[src/rtl/uart_tx_fifo.sv]
// uart_tx_fifo
//   Byte buffer and launch sequencer that sits directly in front of the UART
//   transmitter. Producers push bytes through a valid/ready handshake into a
//   circular FIFO. A small FSM then hands the bytes to the transmitter one at
//   a time. Each byte is a one-cycle uart_tx_en pulse with uart_tx_data held
//   until the next launch. Only one byte is ever in flight: after a launch the
//   FSM waits for busy to rise and then fall before it launches again.
//
//   Optional feature: define UART_TX_FIFO_OVF_EN to add overflow detection.
//   This adds the ports ovf_sticky (out) and ovf_clr (in).
//
// Ports
//   clk           in   1             system clock, rising edge
//   rst_n         in   1             asynchronous reset, active low
//   in_valid      in   1             producer has a byte on in_data
//   in_data       in   8             byte to enqueue
//   in_ready      out  1             FIFO can accept (= !fifo_full)
//   uart_tx_busy  in   1             transmitter busy flag
//   uart_tx_en    out  1             one-cycle launch pulse
//   uart_tx_data  out  8             byte presented with uart_tx_en
//   fifo_empty    out  1             FIFO holds no entries
//   fifo_full     out  1             FIFO holds 2**DEPTH_LOG2 entries
//   fifo_level    out  DEPTH_LOG2+1  current entry count
//   ovf_sticky    out  1             (UART_TX_FIFO_OVF_EN) a write was dropped
//   ovf_clr       in   1             (UART_TX_FIFO_OVF_EN) clear ovf_sticky
module uart_tx_fifo #(
  parameter int DEPTH_LOG2 = 4
) (
  input  logic                  clk,
  input  logic                  rst_n,
  input  logic                  in_valid,
  input  logic [7:0]            in_data,
  output logic                  in_ready,
  input  logic                  uart_tx_busy,
  output logic                  uart_tx_en,
  output logic [7:0]            uart_tx_data,
  output logic                  fifo_empty,
  output logic                  fifo_full,
  output logic [DEPTH_LOG2:0]   fifo_level
`ifdef UART_TX_FIFO_OVF_EN
  ,
  output logic                  ovf_sticky,
  input  logic                  ovf_clr
`endif
);

  localparam int                  DEPTH    = 1 << DEPTH_LOG2;
  localparam logic [DEPTH_LOG2:0] LVL_FULL = (DEPTH_LOG2 + 1)'(DEPTH);

  typedef enum logic [1:0] {
    S_IDLE,
    S_ISSUE,
    S_WAIT_HI,
    S_WAIT_LO
  } state_t;

  state_t                  state;
  logic [7:0]              mem [DEPTH];
  logic [DEPTH_LOG2-1:0]   wr_ptr;
  logic [DEPTH_LOG2-1:0]   rd_ptr;
  logic                    wr_en;
  logic                    pop;

  assign fifo_empty = (fifo_level == '0);
  assign fifo_full  = (fifo_level == LVL_FULL);
  assign in_ready   = !fifo_full;

  // Writes while full are dropped. fifo_empty comes from the registered
  // level, so a byte written on an edge can only be popped on a later edge.
  assign wr_en = in_valid && !fifo_full;
  assign pop   = (state == S_IDLE) && !fifo_empty && !uart_tx_busy;

  // Storage is data only; it needs no reset.
  always_ff @(posedge clk) begin
    if (wr_en) begin
      mem[wr_ptr] <= in_data;
    end
  end

  // Pointers wrap naturally modulo DEPTH.
  always_ff @(posedge clk or negedge rst_n) begin
    if (!rst_n) begin
      wr_ptr     <= '0;
      rd_ptr     <= '0;
      fifo_level <= '0;
    end else begin
      if (wr_en) begin
        wr_ptr <= wr_ptr + 1'b1;
      end
      if (pop) begin
        rd_ptr <= rd_ptr + 1'b1;
      end
      case ({wr_en, pop})
        2'b10:   fifo_level <= fifo_level + 1'b1;
        2'b01:   fifo_level <= fifo_level - 1'b1;
        default: fifo_level <= fifo_level;
      endcase
    end
  end

  // Launch sequencer. After a launch it waits for a full busy rise/fall
  // cycle before it returns to idle. This keeps at most one byte in flight.
  always_ff @(posedge clk or negedge rst_n) begin
    if (!rst_n) begin
      state        <= S_IDLE;
      uart_tx_en   <= 1'b0;
      uart_tx_data <= 8'h00;
    end else begin
      case (state)
        S_IDLE: begin
          uart_tx_en <= 1'b0;
          if (pop) begin
            uart_tx_data <= mem[rd_ptr];
            uart_tx_en   <= 1'b1;
            state        <= S_ISSUE;
          end
        end
        S_ISSUE: begin
          uart_tx_en <= 1'b0;
          state      <= S_WAIT_HI;
        end
        S_WAIT_HI: begin
          if (uart_tx_busy) begin
            state <= S_WAIT_LO;
          end
        end
        S_WAIT_LO: begin
          if (!uart_tx_busy) begin
            state <= S_IDLE;
          end
        end
        default: begin
          uart_tx_en <= 1'b0;
          state      <= S_IDLE;
        end
      endcase
    end
  end

`ifdef UART_TX_FIFO_OVF_EN
  // A dropped byte sets the flag. If a set and a clear land on the same
  // edge, the set wins.
  always_ff @(posedge clk or negedge rst_n) begin
    if (!rst_n) begin
      ovf_sticky <= 1'b0;
    end else if (in_valid && fifo_full) begin
      ovf_sticky <= 1'b1;
    end else if (ovf_clr) begin
      ovf_sticky <= 1'b0;
    end
  end
`endif

endmodule

[config.mk]
export PLATFORM = sky130hd
export DESIGN_NAME = uart_tx_fifo
export DESIGN_NICKNAME = d
export VERILOG_FILES = /design/src/rtl/uart_tx_fifo.sv
export SDC_FILE = /design/constraint.sdc
export NUM_CORES = 1
export LEC_CHECK = 0
export CAP_MARGIN = 25
export CORE_MARGIN = 1.5
export CORE_UTILIZATION = 53
export CTS_CLUSTER_DIAMETER = 50
export DETAILED_ROUTE_END_ITERATION = 7
export PLACE_DENSITY = 0.71
export SLEW_MARGIN = 10
export SYNTH_ARGS = -nofsm -noshare
export SYNTH_HDL_FRONTEND = slang
export SYNTH_SLANG_ARGS = --single-unit
[constraint.sdc]
create_clock -name clk -period 7.6 [get_ports clk]
set_input_delay 1.14 -clock clk [delete_from_list [all_inputs] [get_ports clk]]
set_output_delay 1.14 -clock clk [all_outputs]
set_load 0.01 [all_outputs]
After elaboration in Yosys (flattened, before gate mapping)
Memories as Yosys holds them, arrays and structs flattened. A register that Yosys moved wholly into a read port is not among the register bits.
Cells that the tools add are included.
{"block": "word_totals", "register_bits": 16, "ramBits": 128, "inputBits": 12, "out_inout_bits": 17, "wordCells": 41, "memories": 1}
{"name": "mem", "words": 16, "word_bits": 8, "read_ports": 1, "rd_clocked_by_memory_dff": 1, "wr": 1, "line_no": "58", "text": "logic [7:0] mem [DEPTH];"}
{"block": "op_classes", "addsub": 4, "n_eq_ne": 9, "mux": 9, "n_reduce_logical": 13}
{"cell": "$pmux 5 s2", "n": 1}
{"cell": "$add 4x1->4 const B", "n": 2}
{"cell": "$pmux 2 s4", "n": 1}
{"cell": "$eq 2x2->1 const B", "n": 3}
{"cell": "$mux 2", "n": 3}
{"cell": "$ne 2x2->1 const B", "n": 3}
{"cell": "$add 5x1->5 const B", "n": 1}
{"cell": "$eq 5x5->1 const B", "n": 1}
{"cell": "$logic_not 5->1", "n": 1}
{"cell": "$sub 5x1->5 const B", "n": 1}
{"cell": "$eq 2x1->1 const B", "n": 2}
{"cell": "$logic_not 1->1", "n": 4}
{"cell": "$reduce_bool 2->1", "n": 2}
{"cell": "$logic_and 1x1->1", "n": 3}
{"cell": "$mux 1", "n": 3}
{"cell": "$reduce_and 3->1", "n": 1}
{"cell": "$logic_not 2->1", "n": 1}
{"cell": "$pmux 1 s2", "n": 1}
{"cell": "$reduce_and 2->1", "n": 1}

Logic depth before layout (Yosys ltp)
Gate-level depths: netlist (run 1).
{"block": "depth", "word_depth": 6, "ltp_mapped": 13}

Least setup slack after synthesis (run 1)
OpenSTA, ideal clock, no wires.
{"block": "synth_timing", "path_type": "in2reg", "from": "in uart_tx_busy", "to": "reg fifo_level[4]", "setup_time_ns": 0.080, "arrival_ns": 3.320, "setup_slack_ns": 4.200, "cell_stages": 11, "n_path_buf": 2, "path_cell_list": "nand2b_1 a21oi_1 buf_2 ha_1 clkbuf_1 xor2_1 ha_1 a21boi_0 o32ai_1 nor4b_1 xnor2_1"}
{"block": "synth_via", "elab_chain_cells": 4, "elab_cells_between_ends": 6, "classes_between": "eq/ne (2); mux (1); reduce/logical (3)"}
{"element": "start: declaration", "line_no": "34", "text": "input logic uart_tx_busy,"}
{"element": "$logic_not 1->1 (*)"}
{"element": "$logic_and 1x1->1 (*)", "line_no": "71", "text": "assign pop = (state == S_IDLE) && !fifo_empty && !uart_tx_busy;"}
{"element": "net pop", "line_no": "62", "text": "logic pop;"}
{"element": "$eq 2x1->1 / $eq 2x2->1 (equally long branches)", "line_no": "93", "text": "case ({wr_en, pop})"}
{"element": "$pmux 5 s2 / $reduce_bool 2->1 (equally long branches)"}
{"element": "end signal: assignment", "line_no": "94", "text": "2'b10: fifo_level <= fifo_level + 1'b1;"}
{"element": "end signal: assignment", "line_no": "95", "text": "2'b01: fifo_level <= fifo_level - 1'b1;"}
{"element": "end signal: assignment", "line_no": "96", "text": "default: fifo_level <= fifo_level;"}
{"element": "end: declaration", "line_no": "39", "text": "output logic [DEPTH_LOG2:0] fifo_level"}
Mark *: on every way through the listed nets, which the timed path passes. The rest lies on a longest branch.
A chain may end at the register's enable or synchronous reset.

Final worst setup path (run 1)
{"block": "layout_timing", "from": "in uart_tx_busy", "to": "reg fifo_level[4]"}
{"block": "layout_via", "elab_chain_cells": 4, "elab_cells_between_ends": 6, "classes_between": "eq/ne (2); mux (1); reduce/logical (3)"}
{"element": "$logic_not 1->1 (*)"}
{"element": "$logic_and 1x1->1 (*)", "line_no": "71"}
{"element": "$eq 2x1->1 / $eq 2x2->1 (equally long branches)", "line_no": "93"}
{"element": "$pmux 5 s2 / $reduce_bool 2->1 (equally long branches)"}
Every way passes the cells marked *; elsewhere a longest branch is shown, timed or not.

==> flow_summary.ini, run 1 <==
[detailed_routing]
wl_mm = 11.5
dr.first_iter.drc_count = 282
drcViolationCount = 4
dr_total_vias = 3161
viasPerCell = 5.96
wl_per_cell_um = 21.8
first_pass_iters = 8
postRouteAntennaNets = 0

[synth]
synth_top_family_by_area = multiplexers
yosys.area_share.adder_pct = 2.77
synth_nets = 364
postSynthCellCount = 338
ys_seq_area_share_pct = 70.3
ys_async_sr_fraction_pct = 15.8
syn_area_mm2 = 0.00633
synth_ff_type = edfxtp_1
synth_cell_type_count = 42
ys_ff_latch = 152
avgSynthCellArea_um2 = 18.7
synth-compound-area-share_pct = 4.23
synth_edf_count = 128
yosys.area_share.simple_pct = 4.17
synthXorXnorAreaFrac_pct = 1.52
synthMuxAreaShare_pct = 14.6
yosys_warnings = 0

[critical_path]
cp.arrival_ps = 4120
cp-start-kind = input pin
cp.required_ps = 7950
crit_type = in2reg
crit_path_end_kind = register
crit_path_frequent_cell = ha_1
worstPathMaxFanout = 13
critPathSlowestCell = a21oi_2
path_cells = clkdlybuf4s50_1, nand2b_1, a21oi_2, buf_6, ha_1, xor2_1, ha_1, a21boi_0, o32ai_1, nor4b_1, xnor2_1
max_stage_delay_ps = 460

[grt]
grt.overflow.total = 0
antenna_found_initial = 0
grtUsageTotal_pct = 20.1
grt_pass1_vias = 3223
grt_pass1_wl_mm = 18.1
grt_max_degree = 34

[floorplanning]
die_h_um = 112
coreArea_mm2 = 0.0115
start_util_pct = 54.9
ioPinCount = 29
die_x_um = 112
rows = 39
dieArea_mm2 = 0.0126

[timing]
grt_setup_unrepaired = false
maxSlewHeadroom_pct = 35.4
tightest_slew_ps = 965
drv_slew = 0
layout_min_cycle_time_ps = 3760
tns_ps = 0
max_freq_mhz = 266
finalCritPeriodShare_pct = 49.5
finalSetupViolations = 0
hold_viol_final = 0
fin_skew_ps = 11.4

[power]
p_sw_share_pct = 29.7
combPwrFrac_pct = 27.4
pwr-share-seq_pct = 42.8
intPower_mw = 1.97
ir_worst_vdd_mv = 0.226
p_sw_mw = 0.832
pwr-share-clk_pct = 29.8
leakage_nw = 2.52
p_per_area_mw_per_mm2 = 381

[place]
hpwl_mm = 7.49
dp.cells = 497
numPortBuffers = 28
gp_congestion = 0.770

[cts]
cts-resized-gates = 0
cts_buffer_depth = 2
cts_hold_buf = 0
clkTransAtPathRegs_ps = 60
postCtsSetupRepairBufs = 0
clockRootBuffer = clkbuf_16
cts_tree = done
htreeDepth = 4
cts_buffers = 17
cts_sinks = 152
worstSkewPairLatency_ps = 430

[final_layout]
final_cell_mix = 128 x edfxtp_1, 28 x clkdlybuf4s50_1, 22 x dfrtp_1
syn_to_final_growth_pct = 16.1
drive_gt1_share_pct = 18.9
nets = 400
layoutNonFillerInstCount = 530
diodes = 0
mostFrequentLayoutCell = edfxtp_1

[run_status]
violations = DRC
status = finished, violations left

[job]
maxCapViolations = 0

[worst_hold_path]
hold_class = reg2reg
-- per-layer routing --
| layer | part of all wire, % | up-vias | track usage (%) |
|---|---|---|---|
| met3 | 4.7 | 14 | 4.64 |
| met2 | 50 | 108 | 32.0 |
| li1 | - | 1427 | - |
| met5 | 0 | - | 0 |
| met4 | 1.6 | 0 | 8.86 |
| met1 | 44 | 1612 | 27.1 |
-- cell type report --
class                           count  area [um^2]
Clock inverter                     13          151
Tap cell                          143          179
Sequential cell                   152         4450
Fill cell                         841         4170
Clock buffer                       19          433
Multi-Input combinational cell    158         1730
Timing Repair Buffer               35          369
Inverter                           10         37.5
-- critical path: cells and delay by family --
kind	cells	cell delay, ps
adders and majority gates	2	640
AOI/OAI and AO/OA	3	750
xor gates and xnor gates	2	350
buffers and inverters	2	680
and+or+nand+nor	2	570
-- cells by family (layout without fill, tap and decap cells) --
family | after synthesis | after routing
AOI/OAI and AO/OA | 39 | 39
xor gates and xnor gates | 11 | 11
adders and majority gates | 14 | 14
buffers and inverters | 28 | 77
DFF | 152 | 152
muxes | 45 | 45
and+or+nand+nor | 49 | 49
-- flip-flops by register name, summed over array words and instances, names as in the netlist --
name,cells
uart_tx_en,1
fifo_level,5
mem,128
wr_ptr,4
uart_tx_data,8
state,2
rd_ptr,4
-- cells in the mapped netlist (all sizes together) (2+ instances only) --
library cell | instances | share of area (%)
nor4b | 2 | 0.28
a21oi | 12 | 0.95
a21boi | 2 | 0.30
mux2 | 12 | 2.1
nor3b | 2 | 0.24
o22ai | 16 | 2.0
xnor2 | 8 | 1.1
nor3 | 5 | 0.40
mux4 | 32 | 12
nand2b | 5 | 0.49
ha | 14 | 2.8
nand2 | 10 | 0.59
o32ai | 2 | 0.28
clkbuf | 5 | 0.30
xor2 | 3 | 0.42
buf | 13 | 1.6
nor2 | 16 | 0.95
nand4 | 2 | 0.20
edfxtp | 128 | 61
o21ai | 4 | 0.32
nor4 | 2 | 0.44
dfrtp | 24 | 9.5
inv | 10 | 0.59
-- power groups by stage --
stage          logic, mW  registers (mW)  clock network (mW)
2_1_floorplan      0.614            1.12                   0
3_3_place_gp       0.706            1.24                   0
3_5_place_dp       0.765            1.22                   0
4_1_cts            0.774            1.20               0.845
5_1_grt            0.831            1.22               0.879
6_report           0.766            1.20               0.835
-- through the flow --
| step | instance area [um^2] | worst slack [ps] | utilization (%) | hold WS (ps) | power (mW) |
|---|---|---|---|---|---|
| final | 7350 | 3840 | 63.8 | 530 | 2.80 |
| after global routing | 7350 | 3580 | 63.8 | 557 | 2.93 |
| after CTS | 7330 | 3630 | 63.7 | 533 | 2.82 |
| after detailed placement | 6750 | 3190 | 58.6 | 521 | 1.98 |
| after global placement | 6700 | 3270 | 58.2 | 511 | 1.95 |
| after floorplan | 6330 | 4200 | - | 512 | 1.74 |
-- final timing paths --
| check | endpoint | start | slack (ps) | depth (start not counted) |
|---|---|---|---|---|
| min | uart_tx_en | uart_tx_en | 530 | 2 |
| min reg2reg | uart_tx_en | uart_tx_en | 530 | 2 |
| min in group asynchronous | uart_tx_data[4] | rst_n | 1090 | 1 |
| max | fifo_level[4] | uart_tx_busy | 3840 | 11 |
| max in group asynchronous | rd_ptr[2] | rst_n | 6010 | 2 |
| max reg2reg | fifo_level[4] | state[1] | 4320 | 12 |
Note: power is estimated with default switching activity, not from simulation.
==> run 2: changes to the inputs <==
clock period = 3.5 ns   (was 7.6 ns; I/O delays follow)
==> run 2 against run 1 <==
Compared with the run above: the run now ends clean; routed wire length is 1.4% lower; final area increased by 0.61%; sequential power is 110% higher; setup slack worse by 3300 ps; combinational power up 130%; global-route usage shrank 0.17 points; first-iteration DRC count grew 0.35%; register-to-register slack worse by 3800 ps; hold slack got worse by 52 ps; via count shrank 0.76%; total power increased by 120%; non-clock buffer count is 10 higher; critical endpoint unchanged.
==> flow_summary.ini, run 2 (synthesis results as in run 1) <==
[final_layout]
drive_gt1_share_pct = 21.7
final_cell_mix = 128 x edfxtp_1, 28 x clkdlybuf4s50_1, 23 x dfrtp_1
syn_to_final_growth_pct = 16.8
largest_register_ffs = 128
mostFrequentLayoutCell = edfxtp_1
top_regs = mem x128, uart_tx_data x8, fifo_level x5
diodes = 0
nets = 410
layoutNonFillerInstCount = 540
regMostFlops = mem

[critical_path]
cp.required_ps = 3840
cp.arrival_ps = 3300
r2r_start = fifo_level[2]
crit_path_end_kind = register
crit_type = reg2reg
crit_start = fifo_level[2]
worstPathMaxFanout = 13
cp-start-kind = register

[worst_hold_path]
hold_class = in2async

[detailed_routing]
wl_mm = 11.4
first_pass_iters = 8
viasPerCell = 5.81
dr_total_vias = 3137
dr.first_iter.drc_count = 283
postRouteAntennaNets = 0
wl_per_cell_um = 21.1
drcViolationCount = 0

[grt]
use_met2_pct = 33.8
antenna_found_initial = 0
top_usage_layer = met2
grt_pass1_wl_mm = 18.4
grt_pass1_vias = 3302
grt_max_degree = 25
grt.overflow.total = 0
grt_use_met1_pct = 26.3
grtUsageMet3_pct = 4.43
grtUsageTotal_pct = 19.9

[job]
maxCapViolations = 0

[cts]
postCtsSetupRepairBufs = 0
cts_hold_buf = 0
cts_tree = done
clockRootBuffer = clkbuf_16
clkTransAtPathRegs_ps = 60
cts_buffers = 17
htreeDepth = 4
cts-resized-gates = 0
cts_buffer_depth = 2
worstSkewPairLatency_ps = 410
cts_sinks = 152

[timing]
tightest_slew_ps = 845
grt_setup_unrepaired = false
tns_ps = 0
hold_viol_final = 0
drv_slew = 0
layout_min_cycle_time_ps = 2970
finalWorstSetupSlack_ps = 533
max_freq_mhz = 337
fin_skew_ps = 14.8
finalSetupViolations = 0
maxSlewHeadroom_pct = 43.5
finalCritPeriodShare_pct = 84.8

[place]
numPortBuffers = 28
gp_congestion = 0.759
hpwl_mm = 7.64
dp.cells = 508
dpl_worst_slack_ps = 432

[floorplanning]
rows = 39
start_util_pct = 54.9
die_x_um = 112
coreArea_mm2 = 0.0115
ioPinCount = 29
dieArea_mm2 = 0.0126
die_h_um = 112

[power]
pwr-share-seq_pct = 41.7
finalPower_mw = 6.05
ir_worst_vdd_mv = 0.484
intPower_mw = 4.23
p_sw_mw = 1.82
pwr-share-clk_pct = 29.7
p_per_area_mw_per_mm2 = 818
combPwrFrac_pct = 28.6
leakage_nw = 2.56
p_sw_share_pct = 30.1

[run_status]
status = completed
run 2: critical path: stages (launching register included):
cell      delay (ps)
dfrtp_1          500
nor4_4           460
a21boi_2         120
inv_1            100
ha_1             420
xor2_1           190
ha_1             220
a21boi_0         190
o32ai_1          110
nor4b_1          420
xnor2_1          160
run 2: layout make-up:
class / count / area, um^2
Clock buffer: 17 / 425
Clock inverter: 15 / 166
Fill cell: 828 / 4130
Inverter: 10 / 37.5
Multi-Input combinational cell: 158 / 1730
Sequential cell: 152 / 4450
Tap cell: 143 / 179
Timing Repair Buffer: 45 / 408
run 2: final timing paths:
check,end,slack (ps),depth (start not counted)
min reg2reg,uart_tx_en,520,2
max,fifo_level[4],530,10
min,wr_ptr[2],480,2
min in group clk,uart_tx_en,520,2
max in group asynchronous,rd_ptr[2],2730,2
max reg2reg,fifo_level[4],530,10
run 2: power by group through the flow:
stage,Clock (mW),Combinational [mW],Sequential (mW)
2_1_floorplan,0,1.33,2.44
3_5_place_dp,0,1.76,2.56
5_1_grt,1.91,1.90,2.56
3_3_place_gp,0,1.71,2.55
4_1_cts,1.83,1.76,2.53
6_report,1.80,1.73,2.52
run 2: per-stage QoR:
step	utilization [%]	hold WS, ps	area [um^2]
2_1_floorplan	-	229	6330
3_3_place_gp	59.0	513	6800
3_5_place_dp	59.0	507	6800
4_1_cts	64.2	476	7390
5_1_grt	64.2	487	7390
6_report	64.2	478	7390
run 2: metal layers:
layer  vias to the layer above  wire length (um)
met5                         -                 0
met3                         5               557
met1                      1615              4860
met4                         0                54
li1                       1446                 -
met2                        71              5900
